==> src/rtl/reg_alu_step_ctrl.sv <==
// reg_alu_step_ctrl
// Single-step sequencer for the register-file/ALU datapath. A debounced
// button press walks one latched 16-bit instruction through three phases:
// operand read, execute and write-back. Each step emits one registered,
// one-cycle enable pulse to the datapath.
module reg_alu_step_ctrl #(
  parameter int DEB_CYCLES = 1,
  parameter int CNT_W      = 8
) (
  input  logic             clk,
  input  logic             rst,
  input  logic [15:0]      INS,
  input  logic             btn,
  output logic [3:0]       rf_ra1,
  output logic [3:0]       rf_ra2,
  output logic             opab_le,
  output logic [3:0]       alu_op,
  output logic             res_le,
  output logic [3:0]       rf_wa,
  output logic             rf_we,
  output logic [1:0]       phase,
  output logic             done,
  output logic [CNT_W-1:0] instr_cnt
);

  localparam int DEB_W = $clog2(DEB_CYCLES + 1);

  typedef enum logic [1:0] {
    ST_IDLE = 2'd0,
    ST_OPS  = 2'd1,
    ST_EXE  = 2'd2
  } state_t;

  logic             sync1_r;
  logic             sync2_r;
  logic             clean_r;
  logic             clean_d_r;
  logic [DEB_W-1:0] deb_cnt_r;
  logic             step_s;

  state_t           state_r;
  state_t           state_nx_s;
  logic [15:0]      ir_r;
  logic [15:0]      ir_nx_s;
  logic             opab_nx_s;
  logic             res_nx_s;
  logic             we_nx_s;
  logic             done_nx_s;
  logic [CNT_W-1:0] cnt_nx_s;

  // Two-stage synchronizer for the asynchronous step button.
  always_ff @(posedge clk) begin
    if (rst) begin
      sync1_r <= 1'b0;
      sync2_r <= 1'b0;
    end else begin
      sync1_r <= btn;
      sync2_r <= sync1_r;
    end
  end

  // Debounce: the clean level flips only after the synced button has
  // disagreed with it for DEB_CYCLES counted samples plus the flipping one,
  // which fixes the press-to-pulse latency at DEB_CYCLES+3 edges.
  always_ff @(posedge clk) begin
    if (rst) begin
      deb_cnt_r <= '0;
      clean_r   <= 1'b0;
      clean_d_r <= 1'b0;
    end else begin
      clean_d_r <= clean_r;
      if (sync2_r == clean_r) begin
        deb_cnt_r <= '0;
      end else if (deb_cnt_r == DEB_W'(DEB_CYCLES)) begin
        clean_r   <= sync2_r;
        deb_cnt_r <= '0;
      end else begin
        deb_cnt_r <= deb_cnt_r + DEB_W'(32'd1);
      end
    end
  end

  // Only the rising edge of the clean level is a step; release is ignored.
  assign step_s = clean_r & ~clean_d_r;

  // Next-state and next-pulse logic of the three-phase stepper.
  always_comb begin
    state_nx_s = state_r;
    ir_nx_s    = ir_r;
    opab_nx_s  = 1'b0;
    res_nx_s   = 1'b0;
    we_nx_s    = 1'b0;
    done_nx_s  = 1'b0;
    cnt_nx_s   = instr_cnt;
    case (state_r)
      ST_IDLE: begin
        if (step_s) begin
          ir_nx_s    = INS;
          state_nx_s = ST_OPS;
          opab_nx_s  = 1'b1;
        end else begin
          state_nx_s = ST_IDLE;
        end
      end
      ST_OPS: begin
        if (step_s) begin
          state_nx_s = ST_EXE;
          res_nx_s   = 1'b1;
        end else begin
          state_nx_s = ST_OPS;
        end
      end
      ST_EXE: begin
        if (step_s) begin
          state_nx_s = ST_IDLE;
          done_nx_s  = 1'b1;
          cnt_nx_s   = instr_cnt + CNT_W'(32'd1);
          // Opcode F is compare-only: it retires without a register write.
          if (ir_r[15:12] != 4'hF) begin
            we_nx_s = 1'b1;
          end else begin
            we_nx_s = 1'b0;
          end
        end else begin
          state_nx_s = ST_EXE;
        end
      end
      default: begin
        state_nx_s = ST_IDLE;
      end
    endcase
  end

  // State, instruction register, pulse outputs and retire counter.
  always_ff @(posedge clk) begin
    if (rst) begin
      state_r   <= ST_IDLE;
      ir_r      <= 16'h0000;
      opab_le   <= 1'b0;
      res_le    <= 1'b0;
      rf_we     <= 1'b0;
      done      <= 1'b0;
      instr_cnt <= '0;
    end else begin
      state_r   <= state_nx_s;
      ir_r      <= ir_nx_s;
      opab_le   <= opab_nx_s;
      res_le    <= res_nx_s;
      rf_we     <= we_nx_s;
      done      <= done_nx_s;
      instr_cnt <= cnt_nx_s;
    end
  end

  // Datapath addresses and opcode come from the latched instruction and
  // deliberately persist through IDLE.
  assign alu_op = ir_r[15:12];
  assign rf_ra1 = ir_r[11:8];
  assign rf_ra2 = ir_r[7:4];
  assign rf_wa  = ir_r[3:0];
  assign phase  = state_r;

endmodule

==> config.mk <==
export PLATFORM = sky130hd
export DESIGN_NAME = reg_alu_step_ctrl
export DESIGN_NICKNAME = d
export VERILOG_FILES = /design/src/rtl/reg_alu_step_ctrl.sv
export SDC_FILE = /design/constraint.sdc
export NUM_CORES = 1
export LEC_CHECK = 0
export ABC_CLOCK_PERIOD_IN_PS = 2100
export BUFFER_PORTS_ARGS = -buffer_cell sky130_fd_sc_hd__buf_4
export CELL_PAD_IN_SITES_DETAIL_PLACEMENT = 2
export CELL_PAD_IN_SITES_GLOBAL_PLACEMENT = 2
export CORE_UTILIZATION = 29
export CTS_CLUSTER_DIAMETER = 60
export DETAILED_ROUTE_END_ITERATION = 8
export PLACE_DENSITY_LB_ADDON = 0.12
export SYNTH_ARGS = -nofsm -noshare
export SYNTH_HDL_FRONTEND = slang
export SYNTH_SLANG_ARGS = --single-unit
==> constraint.sdc <==
create_clock -name clk -period 2.1 [get_ports clk]
set_input_delay 0.42 -clock clk [delete_from_list [all_inputs] [get_ports clk]]
set_output_delay 0.42 -clock clk [all_outputs]
set_load 0.005 [all_outputs]
==> results_dict.tcl <==
set metrics [dict create \
    status "finished clean" \
    drv_slew 0 \
    cts_made_buffers 5 \
    crit_chain "nand4bb_4 > nor4_1 > mux2_2" \
    io_pins 49 \
    synthArstFlopShare 0 \
    finalWirelength_microns 3510 \
    cpMaxStageDelayCell "dfxtp_1" \
    finalHoldViolations 0 \
    finClkSkew_ns 0.00586 \
    cts_tree "built" \
    core_sq_um 4350 \
    syn2layout_area_growth_pct 37.3 \
    cts_setup_buffers 0 \
    ys_dominant_reg_cell "dfxtp_1" \
    cts_hold_buffers 0 \
    grt_pass1_wl_microns 5770 \
    synth-seq-cells 35 \
    tightest_slew_ns 0.572 \
    ir_worst_vdd_uv 328 \
    worstPathRequired_ns 2.27 \
    place_congestion 0.711 \
    maxSlewHeadroom 0.619 \
    first_global_vias 1216 \
    path_max_fanout 14 \
    setup-tns-final_ns 0 \
    yosysSeqAreaShare 0.531 \
    drt_iter0_drc 34 \
    min_period_ns 1.68 \
    path_class "register to register" \
    vias 1179 \
    critPathArrivalTime_ns 1.84 \
    syn-cell-area_sq_um 1320 \
    cts.sinks 35 \
    cp-start-kind "register" \
    fp.dieArea_sq_um 4820 \
    place_area_sq_um 1700 \
    maxCapViolCount 0 \
    drive_gt1_frac 0.316 \
    cpPeakStageDelay_ns 0.54 \
    postSynthCellCount 144 \
    die_h_microns 69.4 \
    syn_nets 164 \
    viasPerCell 4.81 \
    multiInputGateArea_sq_um 557 \
    end_kind "register" \
    antenna_cells 0 \
    grt_usage 0.151 \
    synth-edff-count 0 \
    htreeDepth 2 \
    seqCellArea_sq_um 701 \
    yosys_warnings 0 \
    remaining_drc_errors 0 \
    place_hpwl_microns 2660 \
    yosysTopAreaCell "dfxtp_1" \
    antenna_found_initial 0 \
    start_util 0.303 \
    synth.area.top_cells "dfxtp_1, nand2_1, a21oi_1" \
    syn_avg_cell_area_sq_um 9.16 \
    fmax_mhz 596 \
    worstHoldPathType "input pin to register" \
    clockRootBuffer "clkbuf_8" \
    clockBufferDepth 2 \
    setup_viol 0 \
    grt_setup_unrepaired "false" \
    clk_latency_ns 0.28 \
    fillers 465 \
    critPathLaunch "phase[1]$_SDFF_PP0_" \
    power_density_nw_per_um2 722 \
    leakagePower_nw 0.723 \
    path_clk_slew_ns 0.07 \
    fin_crit_sh 0.799 \
    postRouteAntennaNets 0 \
    final_area_sq_um 1810 \
    std_cell_rows 24 \
    grt_start_max_net_pins 36 \
    synth_cell_types 31 \
    overflow 0 \
    drt_pass1_iterations 4 \
    nets 212 \
    synth_top_area_frac 0.531 \
    io_buffers 48 \
    dieWidth_microns 69.4 \
    ctsResizeCount 0 \
    wire_per_inst_microns 14.3 \
    r2r-start "phase[1]$_SDFF_PP0_" \
    hp-start "btn" \
]
## cells in the final DEF, fill, tap and decap left out, drive strengths merged, types with 3 or more instances in the layout
cell / instances
o21ai: 3
or3: 3
nand2: 34
nor2: 7
dfxtp: 35
clkbuf: 5
nor2b: 5
nand3: 3
a21oi: 22
buf: 49
## logic make-up after synthesis
kind of cell,after synthesis,synth area share
buffers and inverters,10,0.0465
AO/OA/AOI/OAI,27,0.106
flip-flops,35,0.531
XOR/XNOR,3,0.0199
AND/OR/NAND/NOR,65,0.263
multiplexers,3,0.0237
adder cells (fa/ha/maj),1,0.00949
## final timing paths
path,end,slack [ns],depth (start not counted)
worst max-delay path,instr_cnt[7]$_SDFFE_PP0P_,0.42,3
worst min-delay path,sync1_r$_SDFF_PP0_,0.36,2
worst max register to register,instr_cnt[7]$_SDFFE_PP0P_,0.42,3
worst min register to register,deb_cnt_r$_SDFF_PP0_,0.45,1
## layout make-up
class / count / area share
Clock buffer: 5 / 0.0380
Clock inverter: 3 / 0.0242
Sequential cell: 35 / 0.387
Tap cell: 52 / 0.0359
Timing Repair Buffer: 49 / 0.203
Inverter: 2 / 0.00415
Multi-Input combinational cell: 99 / 0.308
## per-stage QoR
step           total power [mW]  hold slack, ns  setup WS (ns)  cells   util
2_1_floorplan             0.703           0.414          0.660    144      -
4_1_cts                    1.33           0.355          0.391    245  0.416
5_1_grt                    1.37           0.374          0.323    245  0.416
3_3_place_gp              0.733           0.428          0.486    237  0.390
6_report                   1.31           0.359          0.422    245  0.416
3_5_place_dp              0.736           0.440          0.400    237  0.390
## synth_stat cells (2+ instances only)
cell / instances
clkbuf_1: 4
nor2b_1: 5
or3_1: 3
nand2_1: 34
inv_1: 2
or4_1: 2
dfxtp_1: 35
nor2_1: 7
xnor2_1: 2
nand3_1: 3
o21ai_0: 3
o31ai_1: 2
a21oi_1: 22
mux2i_1: 2
nor3_1: 2
## state kept, by name, indices dropped and copies added, names as in the netlist
signal,count
clean_d_r,1
clean_r,1
deb_cnt_r,1
done,1
instr_cnt,8
ir_r,16
opab_le,1
phase,2
res_le,1
rf_we,1
sync1_r,1
sync2_r,1
## per-layer routing
metal,GRT usage,up-vias,wire [microns]
met2,0.274,26,1900
met1,0.167,573,1430
met4,0.0340,0,17
li1,-,578,-
met5,0,-,0
met3,0.0567,2,165
## power breakdown
group,internal [mW],switching [mW]
registers,0.668,0.00313
logic,0.0277,0.0203
clock network,0.353,0.236
total,1.05,0.259
## critical path, delay by kind of cell, from the launching register on
kind	cells	cell delay, ns
mux	1	0.37
simple gates	2	0.65
flops	1	0.54
Power figures use the tool's default switching activity.
